File: config.mk
export PLATFORM = sky130hd
export DESIGN_NAME = mul_arbiter
export DESIGN_NICKNAME = d
export VERILOG_FILES = /design/src/rtl/mul_arbiter.sv
export SDC_FILE = /design/constraint.sdc
export NUM_CORES = 1
export LEC_CHECK = 0
export ABC_AREA = 0
export CORE_MARGIN = 8
export CORE_UTILIZATION = 38
export DETAILED_ROUTE_END_ITERATION = 16
export PLACE_DENSITY = 0.9
export SLEW_MARGIN = 20
export SYNTH_ARGS = -nofsm -noshare
export SYNTH_HDL_FRONTEND = slang
export SYNTH_SLANG_ARGS = --single-unit
File: constraint.sdc
create_clock -name clk -period 3.54 [get_ports clk]
set_input_delay 0.708 -clock clk [delete_from_list [all_inputs] [get_ports clk]]
set_output_delay 0.708 -clock clk [all_outputs]
set_load 0.02 [all_outputs]
File: src/rtl/mul_arbiter.sv
// Round-robin arbiter/sequencer sharing one multi-cycle signed multiplier among NUM_REQ clients.
// Optional WAIT watchdog enabled by defining MUL_ARB_TIMEOUT_EN.
module mul_arbiter #(
    parameter int unsigned WIDTH          = 16,
    parameter int unsigned NUM_REQ        = 4,
    parameter int unsigned TIMEOUT_CYCLES = 64
) (
    input  logic                       clk,
    input  logic                       reset,
    input  logic [NUM_REQ-1:0]         req_valid,
    input  logic [NUM_REQ*WIDTH-1:0]   req_a,
    input  logic [NUM_REQ*WIDTH-1:0]   req_b,
    output logic [NUM_REQ-1:0]         req_ack,
    output logic [NUM_REQ-1:0]         resp_valid,
    output logic [NUM_REQ-1:0]         resp_err,
    output logic [2*WIDTH-1:0]         resp_product,
    output logic                       busy,
    output logic                       mul_start,
    output logic [WIDTH-1:0]           mul_a,
    output logic [WIDTH-1:0]           mul_b,
    input  logic [2*WIDTH-1:0]         mul_product,
    input  logic                       mul_done
);

    localparam int unsigned IDXW = $clog2(NUM_REQ);

    typedef enum logic [1:0] {
        StIdle,
        StStart,
        StWait,
        StResp
    } state_e;

    state_e r_state, w_state_d;

    logic [IDXW-1:0]    r_ptr, r_idx, w_sel, w_ptr_next;
    logic               w_found, w_grant, w_timeout, w_tmo_hit;
    logic [WIDTH-1:0]   w_sel_a, w_sel_b;
    logic [NUM_REQ-1:0] w_sel_onehot, w_idx_onehot;

    logic [NUM_REQ-1:0] r_req_ack, r_resp_valid, r_resp_err;
    logic [2*WIDTH-1:0] r_resp_product;
    logic               r_busy, r_mul_start;
    logic [WIDTH-1:0]   r_mul_a, r_mul_b;

    // First requester at or after the rotation pointer, wrapping.
    always_comb begin
        int unsigned j;
        j       = 0;
        w_sel   = '0;
        w_found = 1'b0;
        for (int unsigned k = 0; k < NUM_REQ; k++) begin
            j = 32'(r_ptr) + k;
            if (j >= NUM_REQ) begin
                j = j - NUM_REQ;
            end
            if (!w_found && req_valid[IDXW'(j)]) begin
                w_found = 1'b1;
                w_sel   = IDXW'(j);
            end
        end
    end

    always_comb begin
        w_sel_a = '0;
        w_sel_b = '0;
        for (int unsigned i = 0; i < NUM_REQ; i++) begin
            if (w_sel == IDXW'(i)) begin
                w_sel_a = req_a[i*WIDTH +: WIDTH];
                w_sel_b = req_b[i*WIDTH +: WIDTH];
            end
        end
    end

    assign w_sel_onehot = {{(NUM_REQ-1){1'b0}}, 1'b1} << w_sel;
    assign w_idx_onehot = {{(NUM_REQ-1){1'b0}}, 1'b1} << r_idx;
    assign w_ptr_next   = (r_idx == IDXW'(NUM_REQ - 1)) ? '0 : r_idx + 1'b1;

`ifdef MUL_ARB_TIMEOUT_EN
    localparam int unsigned TmoW = $clog2(TIMEOUT_CYCLES + 1);

    logic [TmoW-1:0] r_tmo_cnt;

    always_ff @(posedge clk or posedge reset) begin
        if (reset) begin
            r_tmo_cnt <= '0;
        end else if (r_state == StStart) begin
            r_tmo_cnt <= '0;
        end else if (r_state == StWait) begin
            r_tmo_cnt <= r_tmo_cnt + 1'b1;
        end
    end

    // Fires on the TIMEOUT_CYCLES-th edge spent in WAIT.
    assign w_tmo_hit = (r_state == StWait) && (r_tmo_cnt == TmoW'(TIMEOUT_CYCLES - 1));
`else
    logic w_unused_tmo;
    assign w_unused_tmo = (TIMEOUT_CYCLES != 0);
    assign w_tmo_hit    = 1'b0;
`endif

    always_ff @(posedge clk or posedge reset) begin
        if (reset) begin
            r_state <= StIdle;
        end else begin
            r_state <= w_state_d;
        end
    end

    always_comb begin
        w_state_d = r_state;
        w_grant   = 1'b0;
        w_timeout = 1'b0;
        case (r_state)
            StIdle: begin
                if (w_found) begin
                    w_grant   = 1'b1;
                    w_state_d = StStart;
                end
            end
            StStart: w_state_d = StWait;
            StWait: begin
                if (mul_done) begin
                    w_state_d = StResp;
                end else if (w_tmo_hit) begin
                    w_timeout = 1'b1;
                    w_state_d = StResp;
                end
            end
            StResp:  w_state_d = StIdle;
            default: w_state_d = StIdle;
        endcase
    end

    // Outputs are registered, decoded from the state being entered.
    always_ff @(posedge clk or posedge reset) begin
        if (reset) begin
            r_ptr          <= '0;
            r_idx          <= '0;
            r_req_ack      <= '0;
            r_resp_valid   <= '0;
            r_resp_err     <= '0;
            r_resp_product <= '0;
            r_busy         <= 1'b0;
            r_mul_start    <= 1'b0;
            r_mul_a        <= '0;
            r_mul_b        <= '0;
        end else begin
            r_busy       <= (w_state_d != StIdle);
            r_mul_start  <= (w_state_d == StStart);
            r_req_ack    <= (w_state_d == StStart) ? w_sel_onehot : '0;
            r_resp_valid <= (w_state_d == StResp) ? w_idx_onehot : '0;
            r_resp_err   <= w_timeout ? w_idx_onehot : '0;
            if (w_grant) begin
                r_idx   <= w_sel;
                r_mul_a <= w_sel_a;
                r_mul_b <= w_sel_b;
            end
            if ((r_state == StWait) && (w_state_d == StResp)) begin
                r_resp_product <= w_timeout ? '0 : mul_product;
            end
            if (r_state == StResp) begin
                r_ptr <= w_ptr_next;
            end
        end
    end

    assign req_ack      = r_req_ack;
    assign resp_valid   = r_resp_valid;
    assign resp_err     = r_resp_err;
    assign resp_product = r_resp_product;
    assign busy         = r_busy;
    assign mul_start    = r_mul_start;
    assign mul_a        = r_mul_a;
    assign mul_b        = r_mul_b;

endmodule

==> impl_metrics.json, run 1 <==
{
  "status": "finished, final reports clean",
  "syn_inst": 358,
  "post-route-min-period_ns": 2.87,
  "crit_required_ns": 3.76,
  "skew_ns": 0.00725,
  "synth_cell_types": 34,
  "grt_max_degree": 81,
  "final_nets": 767,
  "cts.sinks": 80,
  "syn_to_final_growth_pct": 64.8,
  "place_congestion": 0.817,
  "cap_violations": 0,
  "antenna_found_initial": 0,
  "avgViaCountPerCell": 5.14,
  "ys_ff_latch": 80,
  "ys_top_cells_by_area": "dfrtp_1 (47%), a211oi_1 (11%), mux2_4 (11%)",
  "rows": 38,
  "syn_area_per_cell_um2": 11.8,
  "setup_tns_ns": 0,
  "routed_wl_mm": 14.7,
  "cts_resized": 0,
  "hold_path.class": "reg2reg",
  "clk_path_buf_depth": 2,
  "slew_headroom_pct": 32.3,
  "crit_type": "in2reg",
  "final_cell_mix": "clkdlybuf4s50_1 (240), dfrtp_1 (80), a211oi_1 (64)",
  "clock_latency_ns": 0.34,
  "fmax_ghz": 0.349,
  "dr.pass1.iters": 4,
  "ys_seq_area_share_pct": 47.4,
  "fp.dieArea_um2": 14700,
  "p_int_w": 0.00342,
  "post-route-util_pct": 64.2,
  "die_h_um": 121,
  "grt-ovfl-total": 0,
  "slew_violations": 0,
  "cts_buffers": 9,
  "drc_errors": 0,
  "pwr-share-seq_pct": 28.7,
  "synth_top_cell_by_area": "dfrtp_1",
  "power.share.clock_pct": 12.3,
  "switching_share_pct": 39.8,
  "critPathMaxFanout": 32,
  "htreeDepth": 3,
  "cp_data_arrival_time_ns": 3.09,
  "initial_core_util_pct": 39.0,
  "grt_use_total_pct": 19.8,
  "final-hold-violation-count": 0,
  "cts_tree": "built",
  "hpwlAfterDp_mm": 11.6,
  "start_kind": "input port",
  "fin_crit_sh_pct": 81.0,
  "p_comb_share_pct": 59.0,
  "p_per_area_nw_per_um2": 817,
  "final_common_cell": "clkdlybuf4s50_1",
  "netlist.area_leader.share_pct": 47.4,
  "clk_pin_slew_ns": 0.08,
  "core_area_um2": 10800,
  "setup_viol": 0,
  "first_global_vias": 4151,
  "ir_worst_vdd_mv": 0.610,
  "die_x_um": 121,
  "drt-wirelength-per-cell_um": 20.0,
  "diodes": 0,
  "hold_buffers": 0,
  "worst_pin_slew_ns": 1.01,
  "synth_warnings": 0,
  "drt_first_iter_violations": 215,
  "postCtsSetupBuffers": 0,
  "switchingPower_w": 0.00226,
  "syn_area_um2": 4220,
  "setup.worst_path.end_class": "flop",
  "num_vias": 3790,
  "pin_count": 245,
  "grt_pass1_wl_mm": 22.8,
  "buffer_ports.inserted": 240,
  "ant_nets": 0,
  "drive_gt1_share_pct": 11.9,
  "cts-root-buf": "clkbuf_8",
  "leakagePower_nw": 2.86,
  "rsz0062_at_grt": "false"
}
## layout make-up
class / instances / area, um2
Multi-Input combinational cell: 243 / 2040
Clock inverter: 4 / 52.6
Clock buffer: 12 / 155
Sequential cell: 80 / 2000
Timing Repair Buffer: 251 / 2510
Inverter: 7 / 27.5
Fill cell: 802 / 3880
Tap cell: 140 / 175
## per-stage QoR
stage               worst slack (ns)  total power [W]  std cells  hold WS, ns  cell area (um2)
finish                         0.674          0.00568        737        0.507             6960
global route                   0.633          0.00606        737        0.527             6960
CTS                            0.708          0.00576        737        0.515             6960
detailed placement             0.324          0.00503        721        0.491             6750
global placement               0.398          0.00492        721        0.494             6750
floorplan                      0.780          0.00363        361        0.496             4230
## critical path, cell delays in order
cell and delay [ns]:
clkdlybuf4s50_1 0.51, or4_4 0.53, a211o_1 0.33, and3_2 0.56, mux2_4 0.44
## worst paths after layout
| kind | startpoint | to | slack [ns] | cells after the start |
|---|---|---|---|---|
| max | req_valid[2] | resp_product[22] | 0.67 | 5 |
| min | resp_product[13] | resp_product[13] | 0.51 | 1 |
| max reg2reg | r_state[0] | resp_product[12] | 1.15 | 6 |
| min reg2reg | resp_product[13] | resp_product[13] | 0.51 | 1 |
| max in group asynchronous | reset | mul_b[12] | 2.43 | 3 |
| min in group asynchronous | reset | mul_b[5] | 0.78 | 3 |
## cells in the mapped netlist
library cell,n
buf_12,3
or4_4,1
nand2_1,3
nor2_1,34
buf_6,1
or2_2,3
clkbuf_1,13
nor3_1,4
a311oi_2,1
a211oi_1,64
dfrtp_1,80
nand4_1,1
buf_2,10
o21a_1,1
or2b_1,1
inv_1,7
ha_1,8
buf_4,4
or2_1,1
and2_2,1
a21o_1,1
nor3b_1,32
nor2_2,1
mux2_2,4
a21oi_1,1
conb_1,1
nand3_1,1
mux2_4,30
and3_1,6
nand2b_1,2
nor2b_1,2
o21ai_0,2
a211o_1,1
mux2i_1,33
## logic make-up after synthesis
kind of cell	synth area share, %
and+or+nand+nor	12.6
DFF	47.4
AOI/OAI and AO/OA	12.7
muxes	19.6
buffers and inverters	5.36
adders and majority gates	2.37
other	0.0888
## power by group through the flow
stage | clock network (W) | logic, W | registers [W]
detailed placement | 0 | 0.00338 | 0.00166
global placement | 0 | 0.00329 | 0.00162
CTS | 0.000727 | 0.00339 | 0.00164
global route | 0.000774 | 0.00360 | 0.00169
finish | 0.000698 | 0.00335 | 0.00163
floorplan | 0 | 0.00153 | 0.00210
## sequential cells by signal (all words and copies together), names as in the netlist
| register | flops |
|---|---|
| resp_product | 32 |
| mul_a | 16 |
| req_ack | 4 |
| resp_valid | 4 |
| r_ptr | 2 |
| mul_start | 1 |
| r_state | 2 |
| busy | 1 |
| r_idx | 2 |
| mul_b | 16 |
## routing by layer
metal  global-route usage (%)  share of wire [%]
met1                     22.2                 40
met3                     8.10                 10
met2                     33.2                 48
met4                     7.17                2.4
met5                        0                  0
No activity file was read; power rests on OpenSTA's default activity.
==> run 2: changes to the inputs <==
clock period = 2.8 ns   (was 3.54 ns; I/O delays follow)
==> run 2 against run 1 <==
Critical path depth grew 1. Utilization is 0.85 points higher. Final area up 1.3%. Critical endpoint is now resp_product[2].
==> impl_metrics.json, run 2 (same netlist as run 1, synthesis figures left out) <==
{
  "setup.worst_path.end_class": "flop",
  "first_global_vias": 4303,
  "die_h_um": 121,
  "status": "finished, final reports clean",
  "cts-root-buf": "clkbuf_8",
  "drc_errors": 0,
  "critPathMaxStageDelay_ns": 0.54,
  "clk_path_buf_depth": 2,
  "setup_viol": 0,
  "cts_resized": 0,
  "pwr-share-seq_pct": 28.5,
  "cts.sinks": 80,
  "critPathSlowestCell": "or4_4",
  "final_cell_mix": "clkdlybuf4s50_1 (240), dfrtp_1 (80), a211oi_1 (64)",
  "final_nets": 773,
  "die_x_um": 121,
  "grt_use_total_pct": 19.8,
  "rows": 38,
  "finalNonFillerCells": 743,
  "cts_buffers": 9,
  "switching_share_pct": 40.0,
  "ant_nets": 0,
  "p_int_w": 0.00438,
  "r2r_end": "mul_a[9]",
  "syn_to_final_growth_pct": 67.0,
  "grt_pass1_wl_mm": 23.0,
  "place_inst": 727,
  "crit_type": "in2reg",
  "path_cells": "clkdlybuf4s50_1, or4_4, a211o_1, and3_2, buf_12, mux2_4",
  "cp_data_arrival_time_ns": 2.66,
  "diodes": 0,
  "drt_first_iter_violations": 268,
  "final_common_cell": "clkdlybuf4s50_1",
  "initial_core_util_pct": 39.0,
  "skew_ns": 0.0109,
  "slew_headroom_pct": 62.4,
  "setup_ws_ns": 0.365,
  "fmax_ghz": 0.411,
  "dp_worst_setup_slack_ns": 0.00800,
  "critPathMaxFanout": 32,
  "crit_required_ns": 3.03,
  "grt_max_degree": 37,
  "p_comb_share_pct": 59.5,
  "fin_crit_sh_pct": 86.9,
  "hold_buffers": 0,
  "whs_ns": 0.522,
  "crit_path_end": "resp_product[2]",
  "final-hold-violation-count": 0,
  "htreeDepth": 3,
  "grt-ovfl-total": 0,
  "antenna_found_initial": 0,
  "slew_violations": 0,
  "dr.pass1.iters": 4,
  "clock_latency_ns": 0.35,
  "p_per_area_nw_per_um2": 1030,
  "num_vias": 3857,
  "power.share.clock_pct": 12.0,
  "leakagePower_nw": 2.90,
  "cap_violations": 0,
  "pin_count": 245,
  "rsz0062_at_grt": "false",
  "routed_wl_mm": 15.0,
  "drt-wirelength-per-cell_um": 20.1,
  "largest_reg_flops": 32,
  "postCtsSetupBuffers": 0,
  "fillCellCount": 801,
  "switchingPower_w": 0.00292,
  "crit_start": "req_valid[1]",
  "ir_worst_vdd_mv": 0.632,
  "drive_gt1_share_pct": 12.8,
  "hold_path.class": "reg2reg",
  "rr_worst_depth": 6,
  "start_kind": "input port",
  "place_congestion": 0.806,
  "r2r_setup_slack_ns": 0.75,
  "fp.dieArea_um2": 14700,
  "clk_pin_slew_ns": 0.08,
  "post-route-min-period_ns": 2.43,
  "cts_tree": "built",
  "avgViaCountPerCell": 5.19,
  "hpwlAfterDp_mm": 12.1,
  "reg2reg_from": "r_ptr[1]",
  "core_area_um2": 10800,
  "worst_pin_slew_ns": 0.564,
  "setup_tns_ns": 0,
  "buffer_ports.inserted": 240
}
[run 2: worst min-delay path by stage]
stage,from,end,slack [ns],cells after the start
2_1_floorplan,r_idx[1],r_idx[1],0.50,2
3_3_place_gp,resp_product[12],resp_product[12],0.50,1
5_1_grt,resp_product[9],resp_product[9],0.53,1
4_1_cts,resp_product[8],resp_product[8],0.52,1
6_report,resp_product[9],resp_product[9],0.52,1
3_5_place_dp,resp_product[8],resp_product[8],0.50,1
[run 2: power groups by stage]
| stage | Combinational [W] | Sequential, W | Clock [W] |
|---|---|---|---|
| 3_5_place_dp | 0.00437 | 0.00211 | 0 |
| 4_1_cts | 0.00439 | 0.00208 | 0.000899 |
| 3_3_place_gp | 0.00424 | 0.00206 | 0 |
| 2_1_floorplan | 0.00193 | 0.00266 | 0 |
| 6_report | 0.00434 | 0.00208 | 0.000879 |
| 5_1_grt | 0.00463 | 0.00214 | 0.000960 |
[run 2: critical path, delay by kind of cell]
| kind | cells | cell delay [ns] |
|---|---|---|
| mux | 1 | 0.32 |
| compound gates | 1 | 0.34 |
| buf+inv | 2 | 0.63 |
| simple gates | 2 | 0.78 |
[run 2: final cells by class]
cell class              instances  area, um2  area share [%]
flip-flops and latches         80       2000            28.4
well taps                     140        175            2.48
clock inverters                 5       63.8           0.905
inverters                       7       27.5           0.390
clock buffers                  11        141            2.00
repair buffers                257       2610            36.9
multi-input cells             243       2040            28.9
[run 2: layer usage]
metal	global-route usage [%]	up-vias	routed length, um	part of all wire [%]
met5	0	-	0	0
met4	7.02	0	309	2.1
met3	8.75	24	1740	12
met2	34.7	201	7310	49
met1	20.6	1849	5590	37
li1	-	1783	-	-
[run 2: metrics by stage]
stage / cell area [um2] / power, W / util, %
floorplan: 4230 / 0.00459 / -
global placement: 6850 / 0.00629 / 63.2
detailed placement: 6850 / 0.00648 / 63.2
CTS: 7050 / 0.00738 / 65.1
global route: 7050 / 0.00773 / 65.1
finish: 7050 / 0.00730 / 65.1
